==> src/rtl/fwd_hazard_scoreboard.sv <==
// Forwarding-select and load-use hazard unit: tracks in-flight writers EX..WB and
// resolves each ID source operand against them, one resolver instance per operand.

module fwd_operand_resolve #(
    parameter int REG_AW   = 5,
    parameter int ZERO_REG = 31,
    parameter int DEPTH    = 3,
    parameter int SEL_W    = $clog2(DEPTH)
) (
    input  logic                              check,
    input  logic [REG_AW-1:0]                 src,
    input  logic [DEPTH-1:0]                  vld_pipe,
    input  logic [DEPTH-1:0]                  rw_pipe,
    input  logic [DEPTH-1:0]                  lat_pipe,
    input  logic [DEPTH-1:0][REG_AW-1:0]      rd_pipe,
    output logic [SEL_W-1:0]                  sel,
    output logic                              stall_req
);
    logic hit;

    // Youngest producer wins; WB (DEPTH-1) is excluded since the regfile writes through.
    always_comb begin
        sel       = '0;
        stall_req = 1'b0;
        hit       = 1'b0;
        for (int k = 0; k < DEPTH - 1; k++) begin
            if (!hit && check && vld_pipe[k] && rw_pipe[k] &&
                rd_pipe[k] == src && src != REG_AW'(ZERO_REG)) begin
                hit = 1'b1;
                if (k < int'(lat_pipe[k])) stall_req = 1'b1;
                else                       sel       = SEL_W'(k + 1);
            end
        end
    end
endmodule

module fwd_hazard_scoreboard #(
    parameter int REG_AW   = 5,
    parameter int ZERO_REG = 31,
    parameter int NUM_SRC  = 3,
    parameter int DEPTH    = 3,
    parameter int SEL_W    = $clog2(DEPTH)
) (
    input  logic                        clk,
    input  logic                        reset,
    input  logic                        hold_ext,
    input  logic                        flush,
    input  logic                        id_valid,
    input  logic [REG_AW-1:0]           id_rd,
    input  logic                        id_regwrite,
    input  logic                        id_is_load,
    input  logic [NUM_SRC*REG_AW-1:0]   id_src,
    input  logic [NUM_SRC-1:0]          id_src_used,
    output logic [NUM_SRC*SEL_W-1:0]    fwd_sel,
    output logic                        hazard_stall,
    output logic [15:0]                 stall_count
);
    logic [DEPTH-1:0]               vld_pipe;
    logic [DEPTH-1:0]               rw_pipe;
    logic [DEPTH-1:0]               lat_pipe;
    logic [DEPTH-1:0][REG_AW-1:0]   rd_pipe;
    logic [NUM_SRC-1:0][SEL_W-1:0]  sel_c;
    logic [NUM_SRC-1:0][SEL_W-1:0]  fwd_sel_q;
    logic [NUM_SRC-1:0]             stall_req;
    logic [15:0]                    cnt_q;
    logic                           id_live;

    assign id_live = id_valid & ~flush;

    for (genvar i = 0; i < NUM_SRC; i++) begin : g_op
        fwd_operand_resolve #(
            .REG_AW(REG_AW), .ZERO_REG(ZERO_REG), .DEPTH(DEPTH), .SEL_W(SEL_W)
        ) u_op (
            .check     (id_live & id_src_used[i]),
            .src       (id_src[i*REG_AW +: REG_AW]),
            .vld_pipe  (vld_pipe),
            .rw_pipe   (rw_pipe),
            .lat_pipe  (lat_pipe),
            .rd_pipe   (rd_pipe),
            .sel       (sel_c[i]),
            .stall_req (stall_req[i])
        );
    end

    assign hazard_stall = (|stall_req) & ~flush & ~hold_ext;
    assign fwd_sel      = fwd_sel_q;
    assign stall_count  = cnt_q;

    // Stage 0 is the LSB entry; a stall or flush shifts in an invalid bubble.
    always_ff @(posedge clk) begin
        if (reset) begin
            vld_pipe  <= '0;
            rw_pipe   <= '0;
            lat_pipe  <= '0;
            rd_pipe   <= '0;
            fwd_sel_q <= '0;
            cnt_q     <= '0;
        end else if (!hold_ext) begin
            vld_pipe  <= {vld_pipe[DEPTH-2:0], id_live & ~hazard_stall};
            rw_pipe   <= {rw_pipe[DEPTH-2:0],  id_regwrite};
            lat_pipe  <= {lat_pipe[DEPTH-2:0], id_is_load};
            rd_pipe   <= {rd_pipe[DEPTH-2:0],  id_rd};
            fwd_sel_q <= (hazard_stall || !id_live) ? '0 : sel_c;
            if (hazard_stall && cnt_q != 16'hFFFF) cnt_q <= cnt_q + 16'd1;
        end
    end
endmodule

==> config.mk <==
export PLATFORM = sky130hd
export DESIGN_NAME = fwd_hazard_scoreboard
export DESIGN_NICKNAME = d
export VERILOG_FILES = /design/src/rtl/fwd_hazard_scoreboard.sv
export SDC_FILE = /design/constraint.sdc
export NUM_CORES = 1
export LEC_CHECK = 0
export ABC_AREA = 1
export CELL_PAD_IN_SITES_DETAIL_PLACEMENT = 1
export CELL_PAD_IN_SITES_GLOBAL_PLACEMENT = 1
export CORE_MARGIN = 10
export CORE_UTILIZATION = 36
export CTS_BUF_LIST = sky130_fd_sc_hd__clkbuf_8
export CTS_CLUSTER_DIAMETER = 100
export CTS_CLUSTER_SIZE = 20
export DETAILED_ROUTE_END_ITERATION = 16
export PLACE_DENSITY_LB_ADDON = 0.1
export SLEW_MARGIN = 20
export SYNTH_ARGS = -nofsm -noshare
export SYNTH_HDL_FRONTEND = slang
export SYNTH_SLANG_ARGS = --single-unit
==> constraint.sdc <==
create_clock -name clk -period 2.2 [get_ports clk]
set_clock_uncertainty 0.2 [all_clocks]
set_input_delay 0.55 -clock clk [delete_from_list [all_inputs] [get_ports clk]]
set_output_delay 0.55 -clock clk [all_outputs]
set_load 0.02 [all_outputs]
==> flow_metrics.py, run 1 <==
metrics = {
    "outcome": {
        "outcome": "finished, violations left",
        "violations": "setup timing",
    },
    "clocking": {
        "clk_pin_slew_ns": 0.08,
        "clockBufferDepth": 2,
        "tritoncts": "done",
        "hold_buffers": 0,
        "cts_buffers": 5,
        "cts.sinks": 37,
        "cts_root_buffer": "clkbuf_8",
        "htree_levels": 2,
        "clock_latency_ns": 0.30,
    },
    "worst_setup_path": {
        "worstPathArrival_ns": 1.69,
        "worstPathRequired_ns": 1.45,
        "worst-path-max-fanout": 4,
        "critPathCaptureType": "output pin",
        "crit_chain": "buf_2 > inv_1 > nand2_1 > nand4_1 > buf_4 > nor3_4 > nand2_1 > nand3_2 > nand2_2 > inv_2 > buf_6",
        "slowest_delay_ns": 0.18,
        "cpMaxStageDelayCell": "buf_4",
        "setup.worst_path.class": "input port to output pin",
        "startpoint_type": "input port",
        "worst_path_most_repeated_cell": "nand2_1",
    },
    "finish": {
        "layout_commonest_cell": "nand2_1",
        "final_layout_size_suffix_gt1_share_pct": 35.3,
        "layout_common_cells": "95 x nand2_1, 91 x buf_4, 56 x inv_1",
        "fill_cells": 920,
        "syn2layout_area_growth_pct": 63.8,
        "num-nets-final": 611,
        "diodes": 0,
        "final_cell_count_no_fill": 676,
    },
    "floorplanning": {
        "die_w_um": 105,
        "die_y_um": 105,
        "dieArea_um2": 10900,
        "coreArea_um2": 6870,
        "initial_core_util_pct": 37.5,
        "row_count": 30,
        "ios": 53,
    },
    "yosys": {
        "synth_cells": 431,
        "ys_ff_latch": 37,
        "synth_ff_type": "dfxtp_1",
        "yosysSeqAreaShare_pct": 28.7,
        "synth_warnings": 0,
        "synth_nets": 462,
        "synth_edf_count": 0,
        "synth_area_leader_cell": "dfxtp_1",
        "netlist_area_um2": 2580,
        "netlist_top_cells_area": "dfxtp_1 29%, nand2_1 17%, nor2_1 9.3%",
        "synth_cell_types": 32,
        "synth_top_area_share_pct": 28.7,
        "synth.avg_cell_area_um2": 5.98,
        "synthArstFlopShare_pct": 0,
    },
    "sta": {
        "fmax_ghz": 0.410,
        "tightest_slew_ns": 0.472,
        "hold_viol_final": 0,
        "worst_slack_ns": -0.240,
        "fin_crit_ns": 2.44,
        "rsz0062_at_grt": "yes",
        "finalCritPeriodShare_pct": 111,
        "relSlewSlack_pct": 68.4,
        "setup_tns_ns": -0.604,
        "report.final.setup_viol": 10,
        "slew_viol_final": 0,
    },
    "route": {
        "antenna_left": 0,
        "wl_per_cell_um": 22.5,
        "drt-pass1-iter-count": 4,
        "vias": 3906,
        "drt-total-wl_um": 15200,
        "via_per_inst": 5.78,
        "drt_iter0_markers": 301,
        "drc": 0,
    },
    "global_routing": {
        "grt_overflow": 0,
        "grt_max_degree": 33,
        "grt_use_total_pct": 24.2,
        "antenna_found_initial": 0,
        "grt_pass1_wl_um": 21900,
        "grt_pass1_vias": 4154,
    },
    "placement": {
        "dp_hpwl_um": 7840,
        "dp_cells": 637,
        "routabilityCongestion": 0.855,
        "port_buffers": 52,
    },
    "pwr": {
        "ir_drop_uv": 238,
        "cellLeakagePower_nw": 1.93,
        "powerDensity_nw_per_um2": 404,
        "power.total_w": 0.00171,
    },
    "run": {
        "maxCapViolCount": 0,
    },
    "hold_path": {
        "hold_path_class": "register to register",
    },
}
## path summary, 6_finish.rpt
check,cells after the start,start,slack (ns),end
max reg2reg,13,rw_pipe[0],-0.11,fwd_sel[5]
min,2,stall_count[1],0.29,stall_count[1]
min reg2reg,2,stall_count[1],0.29,stall_count[1]
max,11,id_src[2],-0.24,hazard_stall
## final cells by class
type / instances / area [um2] / area share, %
Tap cell: 96 / 120 / 2.85
Clock inverter: 1 / 3.75 / 0.0889
Inverter: 72 / 283 / 6.70
Multi-Input combinational cell: 317 / 1790 / 42.3
Timing Repair Buffer: 147 / 1190 / 28.3
Sequential cell: 37 / 751 / 17.8
Clock buffer: 6 / 82.6 / 1.96
## kinds of logic (layout without fill, tap and decap cells)
| logic type | count (synthesis) | count (layout) | share of synthesized area (%) |
|---|---|---|---|
| adders and majority gates | 1 | 1 | 0.485 |
| AOI/OAI and AO/OA | 53 | 53 | 11.6 |
| xor gates and xnor gates | 7 | 7 | 2.38 |
| and+or+nand+nor | 253 | 256 | 44.9 |
| buffers and inverters | 80 | 226 | 11.9 |
| DFF | 37 | 37 | 28.7 |
## stage by stage
step           cell area, um2  setup slack [ns]  util, %  hold slack (ns)
3_5_place_dp             3680             -1.04     53.5            0.257
3_3_place_gp             3680             -1.00     53.5            0.246
5_1_grt                  4220            -0.293     61.5            0.307
4_1_cts                  4120            -0.170     60.0            0.269
2_1_floorplan            2580            0.0750        -            0.255
6_report                 4220            -0.240     61.5            0.292
## worst max-delay path: cells and delay by family
kind	cells	cell delay [ns]
buf+inv	5	0.55
simple gates	6	0.59
## sequential cells by signal, summed over array words and instances, names as in the netlist
register	flops
stall_count	16
rd_pipe	10
lat_pipe	1
vld_pipe	2
rw_pipe	2
fwd_sel	6
## power by group
group / total [W] / internal (W) / switching (W) / leakage (nW)
sequential: 0.000715 / 0.000687 / 0.0000279 / 0.303
combinational: 0.000470 / 0.000205 / 0.000265 / 1.58
clock: 0.000520 / 0.000245 / 0.000275 / 0.0485
total: 0.00171 / 0.00114 / 0.000568 / 1.93
## what timing repair did
item | CTS | global route
resized for setup | 110 | 47
cloned | 2 | 1
setup buffers | 34 | 7
pin swaps | 31 | 31
endpoints found under the setup margin | 23 | 24
## cells in the mapped netlist, drive strengths merged (3+ instances only)
master and instances:
o21ai 23, nor3 15, dfxtp 37, xnor2 3
clkbuf 6, nor2 69, nand3 26, nand2 119
a21oi 24, xor2 4, inv 70, nand4 19
## metal layers
metal	vias to the layer above	GRT usage [%]	wire length, um
li1	1677	-	-
met1	1880	26.9	5570
met2	247	42.8	7510
met3	102	5.53	1060
met4	0	11.1	1050
met5	-	0	0
No activity file was read; power rests on OpenSTA's default activity.
==> run 2: changes to the inputs <==
--- a/config.mk
+++ b/config.mk
@@ -15,7 +15,7 @@
 export CTS_CLUSTER_SIZE = 20
 export DETAILED_ROUTE_END_ITERATION = 16
 export PLACE_DENSITY_LB_ADDON = 0.1
-export SLEW_MARGIN = 20
+export SLEW_MARGIN = 10
 export SYNTH_ARGS = -nofsm -noshare
 export SYNTH_HDL_FRONTEND = slang
 export SYNTH_SLANG_ARGS = --single-unit
==> results of run 2 <==
No change in the layout: final DEF, timing and power equal those of run 1.
==> patch: new RTL, config.mk and constraints of run 2 <==
Make the reset (`reset`) asynchronous in one clocked block.
--- a/src/rtl/fwd_hazard_scoreboard.sv
+++ b/src/rtl/fwd_hazard_scoreboard.sv
@@ -87,7 +87,7 @@
     assign stall_count  = cnt_q;
 
     // Stage 0 is the LSB entry; a stall or flush shifts in an invalid bubble.
-    always_ff @(posedge clk) begin
+    always_ff @(posedge clk or posedge reset) begin
         if (reset) begin
             vld_pipe  <= '0;
             rw_pipe   <= '0;
Behaviour: differs if reset is asserted again (counterexample within 4 cycles, from zero or initial values and one cycle with reset high); with reset held inactive, the same outputs for 10 cycles.
==> patch against run 2 <==
The run still ends with setup timing left; worst setup slack better by 0.10 ns; routed wire length decreased by 35%; synthesized area is 1.2% lower; final area shrank 8.7%; count of clock-buffer cells in the layout rose by 1; power down 0.19%; non-clock buffer count shrank 32; sequential share of layout area grew 6.3 points; sequential cell count unchanged.
==> patch: results (changes against run 2) <==
[outcome]
status=complete, but fails checks
violations=setup timing

[pwr]
p_leak_uw=0.00201  ; +4.2%
irDropWorstVdd_mv=0.295  ; +24%

[synth]
yosysWarningCount=0  ; unchanged
synth_area_per_cell_um2=6.76  ; +13%
yosysSeqAreaShare=0.363  ; +0.0761
yosysUniqueCellTypes=27  ; -16%
synth.area.top_cells=dfrtp_1 (36%), nand2_1 (21%), inv_1 (5.9%)
ys_async_sr_fraction=1.00  ; +1.00
synth_fp_nets=408  ; -12%
synthTopCellsByCount=nand2_1 (141), inv_1 (40), dfrtp_1 (37), nor2_1 (37), nand3_1 (23)

[worst_setup_path]
rr_worst_depth=12  ; -1
r2r_setup_slack_ns=0.12  ; +0.23 ns
cp.arrival_ns=1.59  ; -0.10 ns

[timing]
setup_violations=1  ; -9
whs_ns=0.275  ; -0.0170 ns
setup_ws_ns=-0.140  ; +0.0998 ns
relSlewSlack=0.633  ; -0.0505

[cts]
insertion_delay_ns=0.30  ; about the same
htreeDepth=2  ; unchanged
cts_buffers=5  ; unchanged
clockBufferDepth=2  ; unchanged
cts.clk_slew.worst_paths_ns=0.08  ; about the same

[cells_and_area]
finalNonFillerCells=589  ; -13%
fin_util=0.564  ; -0.0505
nFillCells=885  ; -3.8%
diodes=0  ; unchanged
final_layout_size_suffix_gt1_frac=0.254  ; -0.0999
final_nets=523  ; -14%

[routing]
postRouteWirelength_um=9810  ; -35%
vias=2945  ; -25%
ant_nets=0  ; unchanged
drtIter0Drc=75  ; -75%

[grt]
grt_pass1_wl_um=15600  ; -29%
grt_pass1_vias=3152  ; -24%
grt_max_degree=38  ; +15%
grt.total_usage=0.174  ; -0.0680

[placed_design]
gp_congestion=0.893  ; +4.4%
hpwl_um=6960  ; -11%
placedCellCount=563  ; -12%
portBuffers=52  ; unchanged
postPlaceCellArea_um2=3510  ; -4.4%

==> patch: cell types whose count changed after synthesis, sizes merged, moves of 7 or more <==
cell   before  now
dfrtp       0   37
dfxtp      37    0
inv        70   41
nor2       69   42
nand2     119  141
a21oi      24    6
nor3       15    8
xor2        4   11
==> patch: critical path, cell delays in order <==
cell           delay (ns)
dlygate4sd2_1        0.27
inv_1                0.08
nand2_1              0.08
nand2_1              0.07
nor2_2               0.12
nand3_4              0.10
nand3_4              0.10
nand2_4              0.05
inv_2                0.05
buf_6                0.10
==> patch: path summary, 6_finish.rpt <==
kind                       startpoint              end
max in group asynchronous       reset       rd_pipe[3]
max                        id_src[11]     hazard_stall
min                        fwd_sel[1]       fwd_sel[1]
max reg2reg                rd_pipe[4]  stall_count[13]
min reg2reg                fwd_sel[1]       fwd_sel[1]
min in group asynchronous       reset   stall_count[1]
==> patch: kinds of logic (layout without fill, tap and decap cells) <==
kind of cell    after synthesis  after routing  share of synthesized area
fa+ha+maj                     1              1                    0.00491
flops                        37             37                      0.363
xor+xnor                     20             20                     0.0688
compound gates               27             27                     0.0560
simple gates                243            244                      0.430
buf+inv                      49            164                     0.0766
==> patch: area by class of cell <==
cell class	count	area share
Clock buffer	7	0.0250
Clock inverter	1	0.00227
Inverter	41	0.0399
Multi-Input combinational cell	292	0.404
Sequential cell	37	0.241
Tap cell	96	0.0312
Timing Repair Buffer	115	0.257
==> patch: metrics by stage <==
stage | setup WS [ns] | TNS, ns | power, µW
after global routing | -0.224 | -0.234 | 1790
after detailed placement | -1.14 | -12.90 | 1110
after global placement | -1.10 | -11.66 | 1100
after CTS | -0.176 | -0.176 | 1690
final | -0.140 | -0.140 | 1700
after floorplan | 0.0349 | 0 | 903
==> patch: report_power, final <==
group	internal, µW	leakage [µW]	switching [µW]
Combinational	185	0.00147	210
Clock	290	0.0000549	272
Sequential	708	0.000490	38.2
Total	1180	0.00201	520
==> patch: what timing repair did <==
action,4_1_cts,5_1_grt
buffers inserted,11,6
resized for setup,57,39
gates cloned,0,1
endpoints found under the setup margin,18,24
pin swaps,17,16
==> patch: layer usage <==
layer | share of wire | GRT usage | wire (µm)
met5 | 0 | 0 | 0
met4 | 0.028 | 0.0577 | 278
met3 | 0.041 | 0.0390 | 407
met2 | 0.51 | 0.319 | 5010
met1 | 0.42 | 0.192 | 4120
